<file path="src/rtl/stack_calc.sv">
// stack_calc: length-prefixed stack-machine calculator that halts on overflow, underflow and illegal opcodes
module stack_calc #(
  parameter int DW    = 20,
  parameter int DEPTH = 8,
  parameter int IMMW  = 10,
  parameter int PCW   = 10
) (
  input  logic                         clk,
  input  logic                         rst,
  input  logic [IMMW+2:0]              i_instr,
  output logic [PCW-1:0]               o_pc,
  output logic                         o_d_valid,
  output logic [DW-1:0]                o_out_data,
  output logic [2:0]                   o_err_code,
  output logic                         o_fin,
  output logic [$clog2(DEPTH+1)-1:0]   o_level
);
  localparam int LW = $clog2(DEPTH+1);
  localparam int AW = $clog2(DEPTH);
  localparam logic [2:0] OP_PUSH = 3'd0, OP_ADD = 3'd1, OP_SUB = 3'd2, OP_MUL = 3'd3, OP_OUT = 3'd4, OP_DUP = 3'd5;
  typedef enum logic [2:0] {S_LEN, S_DEC, S_EXE, S_DONE, S_ERR} state_t;
  state_t r_state, w_next;
  logic [PCW-1:0] r_pc, r_len;
  logic [2:0] r_op, r_err, w_op, w_chk;
  logic [IMMW-1:0] r_imm;
  logic [LW-1:0] r_level;
  logic [DW-1:0] r_stack [DEPTH];
  logic [DW-1:0] r_out, w_top, w_nxt, w_res;
  logic r_dv;
  logic [AW-1:0] w_ti, w_ni, w_wi;
  assign w_op  = i_instr[IMMW+2:IMMW];
  assign w_ti  = AW'(r_level - LW'(1));
  assign w_ni  = AW'(r_level - LW'(2));
  assign w_wi  = AW'(r_level);
  assign w_top = r_stack[w_ti];
  assign w_nxt = r_stack[w_ni];
  assign w_res = (r_op == OP_ADD) ? w_nxt + w_top : (r_op == OP_SUB) ? w_nxt - w_top : w_nxt * w_top;
  assign w_chk = (w_op[2:1] == 2'b11) ? 3'd3
               : ((((w_op == OP_OUT) || (w_op == OP_DUP)) && (r_level == '0)) ||
                  ((w_op inside {OP_ADD, OP_SUB, OP_MUL}) && (r_level < LW'(2)))) ? 3'd2
               : (((w_op == OP_PUSH) || (w_op == OP_DUP)) && (r_level == LW'(DEPTH))) ? 3'd1
               : 3'd0;
  assign o_pc       = r_pc;
  assign o_d_valid  = r_dv;
  assign o_out_data = r_out;
  assign o_err_code = r_err;
  assign o_fin      = (r_state == S_DONE) || (r_state == S_ERR);
  assign o_level    = r_level;
  // next state: fetch length, then alternate decode/execute until the last instruction or a fault
  always_comb begin
    w_next = r_state;
    case (r_state)
      S_LEN:   w_next = (i_instr[PCW-1:0] == '0) ? S_DONE : S_DEC;
      S_DEC:   w_next = (w_chk != 3'd0) ? S_ERR : S_EXE;
      S_EXE:   w_next = (r_pc == r_len) ? S_DONE : S_DEC;
      default: w_next = r_state;
    endcase
  end
  // state, program counter, decoded instruction, stack and result registers
  always_ff @(posedge clk) begin
    if (rst) begin
      r_state <= S_LEN;
      r_pc    <= '0;
      r_len   <= '0;
      r_op    <= '0;
      r_imm   <= '0;
      r_level <= '0;
      r_dv    <= 1'b0;
      r_out   <= '0;
      r_err   <= '0;
    end else begin
      r_state <= w_next;
      r_dv    <= 1'b0;
      case (r_state)
        S_LEN: begin
          r_len <= i_instr[PCW-1:0];
          r_pc  <= PCW'(1);
        end
        S_DEC: begin
          r_op  <= w_op;
          r_imm <= i_instr[IMMW-1:0];
          r_err <= w_chk;
        end
        S_EXE: begin
          if (r_pc != r_len) r_pc <= r_pc + PCW'(1);
          case (r_op)
            OP_PUSH: begin
              r_stack[w_wi] <= DW'(r_imm);
              r_level       <= r_level + LW'(1);
            end
            OP_DUP: begin
              r_stack[w_wi] <= w_top;
              r_level       <= r_level + LW'(1);
            end
            OP_OUT: begin
              r_level <= r_level - LW'(1);
              r_out   <= w_top;
              r_dv    <= 1'b1;
            end
            default: begin
              r_stack[w_ni] <= w_res;
              r_level       <= r_level - LW'(1);
              r_out         <= w_res;
              r_dv          <= 1'b1;
            end
          endcase
        end
        default: ;
      endcase
    end
  end
endmodule

</file>
<file path="config.mk">
export PLATFORM = sky130hd
export DESIGN_NAME = stack_calc
export DESIGN_NICKNAME = d
export VERILOG_FILES = /design/src/rtl/stack_calc.sv
export SDC_FILE = /design/constraint.sdc
export NUM_CORES = 1
export LEC_CHECK = 0
export ABC_AREA = 0
export CORE_AREA = 2 2 173 192
export CTS_BUF_LIST = sky130_fd_sc_hd__clkbuf_2
export DETAILED_ROUTE_END_ITERATION = 8
export DIE_AREA = 0 0 175 194
export GPL_TIMING_DRIVEN = 0
export PLACE_DENSITY = 0.79
export SKIP_CTS_REPAIR_TIMING = 1
export SLEW_MARGIN = 30
export SYNTH_ARGS = -nofsm -noshare
export SYNTH_HDL_FRONTEND = slang
export SYNTH_SLANG_ARGS = --single-unit
</file>
<file path="constraint.sdc">
create_clock -name clk -period 8.2 [get_ports clk]
set_input_delay 1.64 -clock clk [delete_from_list [all_inputs] [get_ports clk]]
set_output_delay 1.64 -clock clk [all_outputs]
set_load 0.005 [all_outputs]
</file>
==> metrics.cfg, run 1 <==
[status]
status=complete, but fails checks
violations=DRC, setup timing

[detailed_routing]
dr.max_layer_used=met4
drc=10
vias=16200
drt-met1-wl_mm=21.5
vias_per_cell=6.61
dr_wl_met3_mm=7.48
wl_per_cell_microns=27.1
routed_wl_mm=66.6
wl_met2_mm=31.4
first_iter_violations=2221
antenna_left=0
drt-pass1-iter-count=9

[grt]
grt_pass1_vias=15300
gr-total-overflow=0
grt_max_degree=19
grt_pass1_wl_mm=88.5
grt_use_total=0.346
grt_antenna_before_repair=2

[sta]
max_freq_mhz=113
setup_viol_count_final=71
fin_worst_skew_ns=0.0863
fin_ws_ns=-0.660
hold_viol=0
slew_headroom=0.320
rsz0062_at_grt=true
finalMaxSlewViolations=0
period_needed_ns=8.86
worstMarginPinSlew_ns=1.00
fin_crit_sh=1.08

[logic_synthesis]
synth_compound_area_frac=0.105
seq_area_frac_synth=0.325
synth_seq_cells=223
yosysWarnings=0
synth_cell_types=76
synth_top_family_by_area=adder cells
ys_top_cells_by_area=edfxtp_1 26%, fa_1 15%, mux4_2 9.6%, ha_1 7.6%, dfxtp_1 6.7%
syn_inst=1781
avgSynthCellArea_sq_um=10.5
syn_nets=2049
yosysTopAreaCell=edfxtp_1
synth_edf_count=160
netlist.area_leader.share=0.257
muxShareOfSynthArea=0.129
synthAdderAreaFrac=0.225
async_flop_share=0
ys.flop_type=edfxtp_1
synthSimpleGateAreaFrac=0.108
synth_xor_area_frac=0.0357
mappedNetlistArea_sq_um=18700

[finish]
fin_nets=2261
layout_commonest_cell=inv_1
n_fill_cell=2168
most-common-layout-cells=217 x inv_1, 187 x nor2_1, 185 x nand2_1
layout-drive-gt1-share=0.222
syn2layout_area_growth_pct=19.1
fin_cells=2458

[floorplan]
row_count=69
core_sq_um=32000
die_w_microns=175
initial_core_util=0.584
dieArea_sq_um=34000
die_h_microns=194
num_io_pins=54

[cts]
cts.sinks=223
clkTransAtPathRegs_ns=0.12
clock_path_buffers=3
cts_tree=yes
cts_buffers=48
root_buffer=clkbuf_2
h-tree-depth=2
clk_latency_ns=0.86

[place]
hpwl_mm=44.7
gp_congestion=1.01
io_buffers=51
dp_cells=2266

[setup_path]
max_stage_delay_ns=0.59
required_ns=8.75
crit_fanout=8
crit_buf_inv=15
crit_family=adder cells
critPathArrivalTime_ns=9.41
cp-start-kind=flop
critical_path_class=flop to flop
cp-end-kind=flop
cp_slowest_cell=fa_1

[run]
drv_cap=0

[worst_hold_path]
hold_path_class=flop to flop

## worst paths after layout
check | from | endpoint | slack [ns] | cells after the start
setup / recovery | o_level[0] | r_stack[7][19] | -0.66 | 34
hold / removal | o_out_data[8] | o_out_data[8] | 0.47 | 2
setup reg to reg | o_level[0] | r_stack[7][19] | -0.66 | 34
hold reg to reg | o_out_data[8] | o_out_data[8] | 0.47 | 2
## final cells by class
cell class                      count  area, sq um  area share
Multi-Input combinational cell   1233        12000       0.540
Antenna cell                        2         5.00    0.000225
Clock inverter                     28          144     0.00647
Inverter                          243          937      0.0421
Sequential cell                   223         6070       0.273
Buffer                             79          616      0.0277
Timing Repair Buffer              165         1630      0.0732
Clock buffer                       59          295      0.0133
Tap cell                          426          533      0.0239
## routing by layer
metal | track usage | up-vias
met5 | 0 | -
li1 | - | 6598
met2 | 0.569 | 1350
met4 | 0.207 | 0
met1 | 0.414 | 7859
met3 | 0.0839 | 442
## kinds of logic after synthesis
group	Yosys count
buf+inv	325
other cells	1
xor+xnor	73
fa+ha+maj	253
simple gates	480
mux	124
compound gates	302
flops	223
## registers in the layout, indices dropped and copies added, names as in the netlist
name        flops
r_len          10
o_out_data     20
r_state         3
o_d_valid       1
r_imm          10
r_stack       160
o_pc           10
o_err_code      2
o_level         4
r_op            3
## per-stage QoR
stage | util | setup WS (ns) | area [sq um] | TNS, ns | hold slack, ns
after CTS | 0.641 | -2.53 | 20500 | -210.13 | 0.471
after global placement | 0.620 | -2.20 | 19900 | -178.72 | 0.444
final | 0.695 | -0.660 | 22300 | -30.19 | 0.469
after detailed placement | 0.627 | -2.40 | 20100 | -196.88 | 0.449
after global routing | 0.695 | -0.825 | 22300 | -41.67 | 0.496
after floorplan | - | 0.00899 | 18800 | 0 | 0.436
## cells in the mapped netlist, types with 8 or more instances
cell and instances:
inv_1 241, nor2_1 200, nand2_1 187, edfxtp_1 160
fa_1 139, ha_1 114, a21oi_1 93, mux4_2 80
dfxtp_1 63, clkbuf_1 56, xnor2_1 53, o21ai_0 52
xor2_1 17, a211oi_1 16, nor2b_1 16, mux2i_1 15
o211ai_1 15, o22ai_1 15, mux2i_2 14, nor3_1 14
a21o_1 13, o21bai_1 12, a22oi_1 10, o21a_1 10
mux2i_4 9, nand3_1 9, a211o_1 8, buf_2 8
buf_6 8
## tightest hold or removal path: stages (launching register included)
cell,delay [ns]
dfxtp_1,0.32
nand2_1,0.05
a21oi_1,0.05
Power of run 1 is not shown: default switching activity piles up to over one toggle a cycle in this logic, so the estimate is an artifact.
==> run 2, diff against run 1 <==
Settings changed: GPL_TIMING_DRIVEN 0 to not set.
==> run 2 against run 1 <==
- the run now ends clean
- setup slack improved by 0.91 ns
- hold slack got worse by 0.011 ns
- register-to-register slack improved by 0.91 ns
- design area fell by 5.8%
- count of clock-buffer cells in the layout rose by 6
- first-iteration DRC count fell by 21%
- non-clock buffer count fell by 90
- routed wire length fell by 14%
- critical path depth fell by 9
- flip-flop and latch count did not move
- maximum frequency rose by 11%
- critical path type unchanged
- largest cell class unchanged
==> metrics.cfg, run 2 (synthesized netlist as in run 1, its figures left out) <==
[status]
status=finished, final reports clean

[finish]
fin_nets=2172
layout-drive-gt1-share=0.173
largest_register_ffs=160
layout_commonest_cell=inv_1
seqCellArea_sq_um=6070
max_flop_register=r_stack
n_fill_cell=2462
multi_input_area_sq_um=11500
fin_cells=2372
final_area_sq_um=21000
syn2layout_area_growth_pct=12.2
most-common-layout-cells=240 x inv_1, 192 x nor2_1, 186 x nand2_1

[sta]
fin_ws_ns=0.252
hold_viol=0
max_freq_mhz=126
fin_worst_skew_ns=0.0945
rsz0062_at_grt=true
fin_crit_sh=0.969
worstMarginPinSlew_ns=1.03
period_needed_ns=7.95
setup_viol_count_final=0
slew_headroom=0.313
fin_hold_ws_ns=0.458
finalMaxSlewViolations=0

[detailed_routing]
wl_per_cell_microns=24.2
vias=14900
first_iter_violations=1748
drc=0
vias_per_cell=6.29
antenna_left=0
routed_wl_mm=57.4
drt-pass1-iter-count=5

[place]
postPlaceCellArea_sq_um=20200
dp_cells=2271
gp_congestion=1.05
hpwl_mm=42.3
io_buffers=52
dp_slack_ns=-0.0914

[grt]
grt_max_degree=58
grt_antenna_before_repair=2
grt_pass1_vias=15200
gr-total-overflow=0
grt_use_total=0.334
grt_pass1_wl_mm=85.9

[setup_path]
critPathArrivalTime_ns=8.48
timing.rr.start=o_level[0]
cp_slowest_cell=mux4_2
max_stage_delay_ns=0.56
cp-start-kind=flop
crit_fanout=8
rrSetupSlack_ns=0.25
reg2reg_depth=25
required_ns=8.74
crit_top_cell=fa_1
critical_path_class=flop to flop
r2r_end=r_stack[3][16]
cp-end-kind=flop

[floorplan]
dieArea_sq_um=34000
die_h_microns=194
core_sq_um=32000
die_w_microns=175
row_count=69
initial_core_util=0.584
num_io_pins=54

[cts]
cts_tree=yes
cts.sinks=223
clk_latency_ns=0.86
clock_path_buffers=3
h-tree-depth=2
clkTransAtPathRegs_ns=0.11
cts_buffers=49
root_buffer=clkbuf_2

[worst_hold_path]
min_from=o_out_data[12]
hold_path_depth=2
min_to=o_out_data[12]
hold_path_class=flop to flop

[run]
drv_cap=0

## run 2: cell type report
type,count,area share
sequential,223,0.290
antenna,1,0.000119
tap,426,0.0254
clock inverter,27,0.00901
timing repair buffer,154,0.0683
inverter,243,0.0435
clock buffer,65,0.0155
multi-input combinational,1233,0.549
## run 2: how the worst max path moves through the flow
| stage | startpoint | to | slack [ns] |
|---|---|---|---|
| final | o_level[0] | r_stack[3][16] | 0.25 |
| after CTS | o_level[1] | r_stack[0][18] | -0.18 |
| after detailed placement | o_level[1] | r_stack[4][17] | -0.09 |
| after global placement | o_level[1] | r_stack[6][17] | 0.05 |
| after global routing | o_level[0] | r_stack[6][17] | -0.04 |
| after floorplan | o_level[0] | r_stack[0][19] | 0.009 |
## run 2: worst max-delay path: cells and delay by family (launching register included)
family,cells,cell delay (ns)
xor+xnor,1,0.24
buf+inv,6,0.53
simple gates,1,0.09
compound gates,6,1.37
mux,2,0.89
fa+ha+maj,9,4.12
flops,1,0.40
## run 2: through the flow
step,util,TNS [ns]
after floorplan,-,0
after global placement,0.631,0
after detailed placement,0.631,-1.99
after CTS,0.647,-4.20
after global routing,0.655,-0.183
final,0.655,0
## run 2: per-layer routing
metal	GRT usage	vias up	part of all wire
li1	-	6434	-
met1	0.423	7361	0.36
met2	0.556	915	0.49
met3	0.0608	215	0.099
met4	0.160	2	0.055
met5	0	-	0.00012
Power of run 2 is left out for the same reason.
